File: config.mk
export PLATFORM = sky130hd
export DESIGN_NAME = error_report_uart_tx
export DESIGN_NICKNAME = d
export VERILOG_FILES = /design/src/rtl/error_report_uart_tx_pkg.sv /design/src/rtl/error_report_uart_tx_uart_tx_byte.sv /design/src/rtl/error_report_uart_tx.sv
export SDC_FILE = /design/constraint.sdc
export NUM_CORES = 1
export LEC_CHECK = 0
export CORE_MARGIN = 2
export CORE_UTILIZATION = 53
export CTS_CLUSTER_DIAMETER = 40
export CTS_CLUSTER_SIZE = 16
export DETAILED_ROUTE_END_ITERATION = 7
export PLACE_DENSITY = 0.85
export RECOVER_POWER = 100
export SLEW_MARGIN = 40
export SYNTH_ARGS = -nofsm -noshare
export SYNTH_HDL_FRONTEND = slang
export SYNTH_SLANG_ARGS = --single-unit
File: constraint.sdc
create_clock -name iClock -period 13.5 [get_ports iClock]
set_input_delay 1.35 -clock iClock [delete_from_list [all_inputs] [get_ports iClock]]
set_output_delay 1.35 -clock iClock [all_outputs]
set_load 0.005 [all_outputs]
File: src/rtl/error_report_uart_tx_pkg.sv
// Shared types and constants for the error-report frame transmitter.
package error_report_uart_tx_pkg;

   // Frame FSM states
   typedef enum logic [2:0] {
      IDLE,
      LATCH,
      SEND,
      ACK,
      WAIT_RELEASE
   } frame_state_t;

   localparam int         FRAME_BYTES         = 34;
   localparam logic [7:0] HEADER_BYTE_DEFAULT = 8'hA5;

   // Eight 32-bit per-output error sums, shared with the processing FSM
   typedef logic [7:0][31:0] error_sums_t;

   // Payload byte p (0..31): sums[p/4], big-endian within each word
   function automatic logic [7:0] payload_byte(input error_sums_t sums, input logic [4:0] p);
      logic [31:0] w_word;
      w_word = sums[p[4:2]];
      case (p[1:0])
         2'd0:    return w_word[31:24];
         2'd1:    return w_word[23:16];
         2'd2:    return w_word[15:8];
         default: return w_word[7:0];
      endcase
   endfunction

endpackage

File: src/rtl/error_report_uart_tx_uart_tx_byte.sv
// 8N1 byte transmitter. A new iStart is accepted while idle or in the
// final cycle of the stop bit (oByteDone), which gives gapless bytes.
module uart_tx_byte #(
   parameter int CLKS_PER_BIT = 434
) (
   input  logic       iClock,
   input  logic       iReset,
   input  logic       iStart,
   input  logic [7:0] iData,
   output logic       oTx,
   output logic       oByteDone,
   output logic       oReady
);

   localparam int            CW       = (CLKS_PER_BIT > 1) ? $clog2(CLKS_PER_BIT) : 1;
   localparam logic [CW-1:0] CLK_LOAD = CW'(CLKS_PER_BIT - 1);

   logic          r_active;
   logic          r_tx;
   logic [8:0]    r_shift;   // remaining data bits with the stop bit on top
   logic [3:0]    r_bit;     // 0 = start, 1..8 = data, 9 = stop
   logic [CW-1:0] r_clk;     // counts CLK_LOAD down to 0 within one bit
   logic          w_bit_end;
   logic          w_byte_done;

   assign w_bit_end   = (r_clk == '0);
   assign w_byte_done = r_active && w_bit_end && (r_bit == 4'd9);

   assign oTx       = r_tx;
   assign oByteDone = w_byte_done;
   assign oReady    = !r_active || w_byte_done;

   // Bit timing, shifting and line drive
   always_ff @(posedge iClock or posedge iReset) begin
      if (iReset) begin
         r_active <= 1'b0;
         r_tx     <= 1'b1;
         r_shift  <= '1;
         r_bit    <= '0;
         r_clk    <= '0;
      end else if (iStart && (!r_active || w_byte_done)) begin
         r_active <= 1'b1;
         r_tx     <= 1'b0;
         r_shift  <= {1'b1, iData};
         r_bit    <= '0;
         r_clk    <= CLK_LOAD;
      end else if (r_active) begin
         if (w_bit_end) begin
            if (r_bit == 4'd9) begin
               r_active <= 1'b0;
               r_tx     <= 1'b1;
            end else begin
               r_tx    <= r_shift[0];
               r_shift <= {1'b1, r_shift[8:1]};
               r_bit   <= r_bit + 4'd1;
               r_clk   <= CLK_LOAD;
            end
         end else begin
            r_clk <= r_clk - 1'b1;
         end
      end
   end

endmodule

File: src/rtl/error_report_uart_tx.sv
// Latches the eight error sums on done and sends them as a 34-byte UART
// frame (header, 32 big-endian payload bytes, XOR checksum), then pulses
// the done feedback to release the processing FSM.
module error_report_uart_tx
   import error_report_uart_tx_pkg::*;
#(
   parameter int         CLKS_PER_BIT = 434,
   parameter logic [7:0] HEADER_BYTE  = HEADER_BYTE_DEFAULT
) (
   input  logic        iClock,
   input  logic        iReset,
   input  error_sums_t iErrorSums,
   input  logic        iDoneProcessing,
   output logic        oDoneFeedback,
   output logic        oTx,
   output logic        oBusy,
   output logic [15:0] oFrameCount
);

   localparam logic [5:0] LAST_INDEX = 6'(FRAME_BYTES - 1);

   frame_state_t r_state;
   frame_state_t w_state_next;
   error_sums_t  r_sums;
   logic [5:0]   r_index;        // byte currently on the line
   logic [7:0]   r_checksum;
   logic         r_kick;         // requests the header start on the first SEND cycle
   logic [15:0]  r_frame_count;
   logic [5:0]   w_next_index;
   logic [7:0]   w_byte_data;
   logic         w_start;
   logic         w_byte_done;
   logic         w_uart_ready;
   logic         w_busy;
   logic         w_done_fb;

   assign w_next_index = r_kick ? 6'd0 : (r_index + 6'd1);
   assign w_start      = (r_state == SEND) && w_uart_ready
                         && (r_kick || (w_byte_done && (r_index != LAST_INDEX)));

   assign oDoneFeedback = w_done_fb;
   assign oBusy         = w_busy;
   assign oFrameCount   = r_frame_count;

   // Byte mux: header, payload from the frozen sums, or the checksum
   always_comb begin
      w_byte_data = HEADER_BYTE;
      if (w_next_index == LAST_INDEX) begin
         w_byte_data = r_checksum;
      end else if (w_next_index != 6'd0) begin
         w_byte_data = payload_byte(r_sums, 5'(w_next_index - 6'd1));
      end
   end

   // Frame state register
   always_ff @(posedge iClock or posedge iReset) begin
      if (iReset) begin
         r_state <= IDLE;
      end else begin
         r_state <= w_state_next;
      end
   end

   // Next-state and state-decoded outputs
   always_comb begin
      w_state_next = r_state;
      w_busy       = 1'b1;
      w_done_fb    = 1'b0;
      case (r_state)
         IDLE: begin
            w_busy = 1'b0;
            if (iDoneProcessing) w_state_next = LATCH;
         end
         LATCH:        w_state_next = SEND;
         SEND:         if (w_byte_done && (r_index == LAST_INDEX)) w_state_next = ACK;
         ACK: begin
            w_done_fb    = 1'b1;
            w_state_next = WAIT_RELEASE;
         end
         WAIT_RELEASE: if (!iDoneProcessing) w_state_next = IDLE;
         default:      w_state_next = IDLE;
      endcase
   end

   // Sum latch, byte index, running checksum and frame counter
   always_ff @(posedge iClock or posedge iReset) begin
      if (iReset) begin
         r_sums        <= '0;
         r_index       <= '0;
         r_checksum    <= '0;
         r_kick        <= 1'b0;
         r_frame_count <= '0;
      end else begin
         if ((r_state == IDLE) && iDoneProcessing) begin
            r_sums <= iErrorSums;
         end
         if (r_state == LATCH) begin
            r_index    <= '0;
            r_checksum <= '0;
            r_kick     <= 1'b1;
         end else if (w_start) begin
            r_kick  <= 1'b0;
            r_index <= w_next_index;
            if ((w_next_index != 6'd0) && (w_next_index != LAST_INDEX)) begin
               r_checksum <= r_checksum ^ w_byte_data;
            end
         end
         if (r_state == ACK) begin
            r_frame_count <= r_frame_count + 16'd1;
         end
      end
   end

   uart_tx_byte #(
      .CLKS_PER_BIT(CLKS_PER_BIT)
   ) u_tx_byte (
      .iClock   (iClock),
      .iReset   (iReset),
      .iStart   (w_start),
      .iData    (w_byte_data),
      .oTx      (oTx),
      .oByteDone(w_byte_done),
      .oReady   (w_uart_ready)
   );

endmodule
==> metrics.md <==
| Metric | Value |
|---|---|
| Final critical-path required period | 7.72 ns |
| Setup-failing EPs final | 0 |
| Synth top area share | 0.516 |
| Final hold vios | 0 |
| CTS tree | done |
| Reg-to-reg startpoint | r_index[0]$_DFFE_PP0P_ |
| Largest net degree at the start of global routing | 170 |
| CTS Hold Bufs | 0 |
| DRC | 0 |
| Die height | 171 µm |
| Busiest grt layer | met2 |
| Antenna Nets Post-Route | 0 |
| Relative slew slack | -2.91 |
| HP Start | oFrameCount[15]$_DFFE_PP0P_ |
| Initial Util | 0.534 |
| Post-CTS sizing | 0 |
| Required @ worst endpoint | 13.91 ns |
| Multi-input logic area | 6570 µm² |
| Met2 Use GR | 0.465 |
| Ranking of synthesized cells by area | dfrtp_1 52%, mux2_2 20%, mux4_2 6.1% |
| Yosys top cell by area | dfrtp_1 |
| Vias per std cell | 5.93 |
| Final worst setup slack | 5.78 ns |
| Fin. max-slew vios | 321 |
| Overall routed net length | 40600 µm |
| DRT Pass-1 Iters | 5 |
| Achievable Freq | 130 MHz |
| # rows | 61 |
| Clock slew at reported path FFs | 0.05 ns |
| Most frequent cells in the layout | 303 x dfrtp_1, 267 x mux2_2, 256 x clkdlybuf4s50_1 |
| Syn Nets | 1375 |
| Setup Skew | 0.0319 ns |
| Vias in the first global route | 11300 |
| Area grow syn2layout | 30.8% |
| Total number of vias | 10600 |
| Nets | 1643 |
| Input/output buffers | 277 |
| GR Overflow Total | 0 |
| Async set or reset register ratio after synthesis | 1.00 |
| Layout cells sized above 1 | 0.295 |
| Most common cell after layout, fill and taps aside | dfrtp_1 |
| Met3 Track Usage GR | 0.0701 |
| Die ar. | 29200 µm² |
| CP endpoint kind | flop |
| Ys flop type | dfrtp_1 |
| Initial antenna violation count | 3 |
| Number of CTS-inserted buffers | 42 |
| Clock root buffer | clkbuf_16 |
| Clk_lat worst skew | 0.54 ns |
| Crit Path Class | reg -> reg |
| Mapped Cells | 1109 |
| Tightest Pin Transition | 5.86 ns |
| Outcome | finished, violations left |
| Cell leakage power | 7.79 nW |
| Total of max-cap violations | 5 |
| Crit Path Max Fanout | 57 |
| Syn avg cell area | 13.3 µm² |
| Die width | 171 µm |
| Post-CTS setup buffer count | 0 |
| Synth Register Bits | 313 |
| Failing checks | capacitance limit, slew limit |
| Met1 usage | 0.351 |
| PD cells | 213 nW/µm² |
| CP arrival | 8.13 ns |
| Htree depth | 2 |
| Pre-CTS setup slack | 9.07 ns |
| Share of synthesized area occupied by flip-flops and latches | 0.532 |
| Post-place instance area | 17800 µm² |
| Post-synth EDFFs | 0 |
| Distinct cell type count after synthesis | 72 |
| IO Pins | 278 |
| DR iter-0 viols | 821 |
| Worst min path class | reg -> reg |
| Clock sink count | 313 |
| Total Neg Setup Slack | 0 ns |
| Critical Path Start Type | flop |
| GRT Resource Usage Total | 0.282 |
| Seq. cell area | 7850 µm² |
| Max VDD drop | 0.000139 V |
| CTS max path bufs | 3 |
| Wire per inst | 22.7 µm |
| Final worst-path cycle share | 0.572 |
| Netlist Area Pre-Place | 14800 µm² |
| Final instance area | 19300 µm² |
| Core footprint | 27600 µm² |
| Critical path origin | r_index[0]$_DFFE_PP0P_ |
| Fillers | 1940 |
| RePlAce Congestion | 0.902 |
| Dpl hpwl | 28500 µm |
| RSZ-0062 raised after global routing | no |
| Synth Warn # | 0 |
| First-pass GRT wire length | 62800 µm |
==> where the power goes <==
group          total [W]  switching, W  internal (W)  leakage (nW)
registers        0.00167      0.000278       0.00140          3.71
clock network    0.00116      0.000422      0.000742         0.704
logic            0.00127      0.000499      0.000771          3.38
==> metrics by stage <==
stage               total power, W  instances  hold slack, ns  utilization
finish                     0.00411       1788           0.459        0.698
global route               0.00431       1788           0.490        0.698
CTS                        0.00408       1785           0.472        0.699
detailed placement         0.00290       1710           0.462        0.646
global placement           0.00282       1710           0.461        0.645
floorplan                  0.00251       1109           0.452            -
==> state kept, by name, summed over array words and instances (netlist names) <==
register / cells
r_sums: 256
oFrameCount: 16
u_tx_byte.r_clk: 9
r_checksum: 8
u_tx_byte.r_shift: 8
r_index: 6
u_tx_byte.r_bit: 4
r_state: 3
r_kick: 1
u_tx_byte.oTx: 1
u_tx_byte.r_active: 1
==> synthesized netlist by cell type (13+ instances only) <==
cell type    n
dfrtp_1    304
mux2_2     268
nand2_1     68
nand3_1     47
clkbuf_1    44
mux4_2      40
nor2_1      35
o21ai_0     30
a21oi_1     18
xnor2_1     16
mux2i_1     14
o211ai_1    14
xor2_1      14
buf_2       13
==> routing by layer <==
| metal | vias up | routed length (µm) |
|---|---|---|
| met5 | - | 13 |
| met4 | 2 | 2010 |
| met3 | 126 | 3490 |
| met2 | 500 | 19700 |
| met1 | 5330 | 15400 |
| li1 | 4653 | - |
==> area by class of cell <==
class | instances | area share
clock buffers | 53 | 0.0598
multi-input cells | 721 | 0.340
flip-flops and latches | 313 | 0.407
well taps | 378 | 0.0245
clock inverters | 22 | 0.0167
inverters | 8 | 0.00162
diodes | 2 | 0.000259
repair buffers | 291 | 0.150
==> cells by family after synthesis <==
kind of cell / count (synthesis) / synth area share
AOI/OAI and AO/OA: 140 / 0.0672
xor gates and xnor gates: 33 / 0.0219
adders and majority gates: 7 / 0.00594
buffers and inverters: 75 / 0.0231
DFF: 313 / 0.532
muxes: 325 / 0.278
and+or+nand+nor: 216 / 0.0724
==> worst max-delay path, cell delays in order (launching register included) <==
cell,delay (ns)
dfrtp_1,0.57
ha_1,0.59
and2_0,0.39
xnor2_1,0.15
nor2_1,1.12
clkbuf_1,2.83
mux4_2,0.82
inv_1,0.09
o21ai_0,0.08
a2111oi_0,0.67
o21ai_0,0.25
==> final timing paths <==
check | cells after the start | slack (ns) | end
max | 10 | 5.78 | u_tx_byte.r_shift[2]$_DFFE_PP1P_
min | 1 | 0.46 | oFrameCount[15]$_DFFE_PP0P_
max reg2reg | 10 | 5.78 | u_tx_byte.r_shift[2]$_DFFE_PP1P_
min reg2reg | 1 | 0.46 | oFrameCount[15]$_DFFE_PP0P_
max in group asynchronous | 3 | 7.01 | r_sums[232]$_DFFE_PP0P_
min in group asynchronous | 2 | 2.63 | r_sums[16]$_DFFE_PP0P_
Note: power is estimated with default switching activity, not from simulation.
==> variant (same flow settings) <==
`CLKS_PER_BIT` is set to 434 in 2 places; all go to 108.
--- a/src/rtl/error_report_uart_tx_uart_tx_byte.sv
+++ b/src/rtl/error_report_uart_tx_uart_tx_byte.sv
@@ -1,7 +1,7 @@
 // 8N1 byte transmitter. A new iStart is accepted while idle or in the
 // final cycle of the stop bit (oByteDone), which gives gapless bytes.
 module uart_tx_byte #(
-   parameter int CLKS_PER_BIT = 434
+   parameter int CLKS_PER_BIT = 108
 ) (
    input  logic       iClock,
    input  logic       iReset,
--- a/src/rtl/error_report_uart_tx.sv
+++ b/src/rtl/error_report_uart_tx.sv
@@ -4,7 +4,7 @@
 module error_report_uart_tx
    import error_report_uart_tx_pkg::*;
 #(
-   parameter int         CLKS_PER_BIT = 434,
+   parameter int         CLKS_PER_BIT = 108,
    parameter logic [7:0] HEADER_BYTE  = HEADER_BYTE_DEFAULT
 ) (
    input  logic        iClock,
Check against the original RTL: same outputs for any inputs over 10 cycles, from zero or initial values and one cycle with iReset high; that may be too few to reach the edited logic, so the function may still have changed.
==> variant against the unedited design <==
  * The flow still finishes with violations (max-capacitance violations, max-slew violations)
  * Routed wire length increased by 12%
  * Synthesized area increased by 1.8%
  * Final area increased by 0.58%
  * Clock skew decreased by 0.0012 ns
  * Worst hold slack improved by 0.0069 ns
  * Sequential cell count decreased by 2
  * Maximum frequency decreased by 5.2%
  * Worst setup slack got worse by 0.42 ns
  * Total power decreased by 0.90%
  * Utilization decreased by 0.17 points
  * Sequential share of layout area decreased by 0.50 points
  * Critical path type is now input port to flip-flop
  * Largest cell class unchanged
  * Highest routed layer unchanged
==> variant: results (changes against the unedited design) <==
Flow run
  • Max-Cap Viols: 7 (+2)

Global routing
  • Initial antenna violation count: 4 (+1)
  • Vias in the first global route: 12,110 (+7.3%)
  • Tot GR Track Use: 30.77% (+2.6 points)

Place
  • RD Place Congestion: 0.9293 (+3.0%)
  • Post-DP HPWL: 31,740 µm (+12%)
  • Cells after DPL: 1,873 (+9.5%)
  • Worst slack, placed: 9.060 ns (-0.01237 ns)

Timing
  • Final Skew: 0.03069 ns (-0.001209 ns)
  • Max Slew Vio Count: 452 (+41%)
  • Worst Hold Slack: 0.4662 ns (+0.006875 ns)
  • Period utilisation layout: 60.30% (+3.1 points)
  • Slew headroom: -208.6% (+82 points)

Clocking
  • Num CTS Buffers: 40 (-4.8%)
  • Post-CTS setup buffer count: 0 (unchanged)
  • Clk buf depth: 3 (unchanged)

Power and ir drop
  • Maximum vdd drop: 0.0001198 V (-14%)
  • Leak: 8.038 nW (+3.1%)
  • PD cells: 209.8 mW/mm² (-1.5%)

Synth
  • Syn Nets: 1,550 (+13%)
  • Post-synthesis compound-gate area fraction: 8.952% (+2.2 points)
  • Sequential area share after synthesis: 51.92% (-1.3 points)
  • Synth Instances: 1,285 (+16%)
  • Post-Synth XOR/XNOR Area: 2.326% (+0.14 points)
  • Post-synth top cells: dfrtp_1 (302), mux2_2 (271), nand2_1 (161)
  • Mux contribution to synthesized area: 22.66% (-5.1 points)
  • Synth unique cells: 75 (+4.2%)

Cells and area
  • Non-Filler Instances: 1,950 (+9.1%)
  • Final #Nets: 1,802 (+9.7%)
  • Ratio of cells with drive above 1 in the final layout: 23.65% (-5.9 points)
  • Layout fillers: 1,977 (+1.9%)

Setup path
  • Critical Path AT: 8.53 ns (+0.40 ns)
  • CP max stage delay: 3.22 ns (+0.39 ns)
  • Slowest-stage cell, CP: clkbuf_1
  • Critical path type: input port to flip-flop
  • Max FO, Critical Path: 82 (+44%)
  • Critical Path End: r_sums[165]$_DFFE_PP0P_
  • Reg2Reg Depth: 5 (-5)
  • FF-to-FF setup slack: 5.97 ns (+0.19 ns)
  • Crit path launch: iDoneProcessing

Run status
  • Outcome: finished, violations left
  • Failing checks: max-capacitance violations, max-slew violations

Drt
  • Via/cell ratio: 6.060 (+2.1%)
  • Iteration-0 DRC Markers: 1,105 (+35%)
  • DRT Wirelength: 45,300 µm (+12%)
  • Drt pass-1 iters: 7 (+2)

Worst hold path
  • Worst Hold End: oFrameCount[15]$_DFFE_PP0P_
[variant: cell types whose count changed after synthesis, sizes merged, moves of 13 or more]
| cell | change |
|---|---|
| a21oi | +23 |
| a31oi | +17 |
| and3 | +13 |
| buf | +14 |
| mux2i | +14 |
| mux4 | -40 |
| nand2 | +93 |
| o21ai | -16 |
[variant: cell type report]
cell class                 count  area share, %
sequential                   311          40.16
clock inverter                26          1.767
tap                          378          2.437
multi-input combinational    878          34.89
antenna                        3        0.03869
timing repair buffer         297          14.95
clock buffer                  48          5.577
inverter                       9         0.1805
[variant: where the power goes]
part	total, mW	internal (mW)	switching [mW]
logic	1.25	0.721	0.528
clock network	1.13	0.698	0.427
registers	1.70	1.39	0.305
[variant: cell families (layout without fill, tap and decap cells)]
kind of cell / after synthesis / after routing
and+or+nand+nor: 345 / 345
DFF: 311 / 311
muxes: 304 / 304
AOI/OAI and AO/OA: 187 / 187
buffers and inverters: 96 / 380
xor gates and xnor gates: 36 / 36
adders and majority gates: 6 / 6
other: 0 / 3
[variant: routing by layer]
| metal | share of wire, % | vias up | wire length, µm | global-route usage (%) |
|---|---|---|---|---|
| li1 | - | 5175 | - | - |
| met1 | 38 | 5904 | 17230 | 38.72 |
| met2 | 49 | 590 | 22030 | 50.95 |
| met3 | 8.0 | 146 | 3638 | 5.859 |
| met4 | 5.3 | 2 | 2392 | 15.67 |
| met5 | 0.022 | - | 10 | 0 |
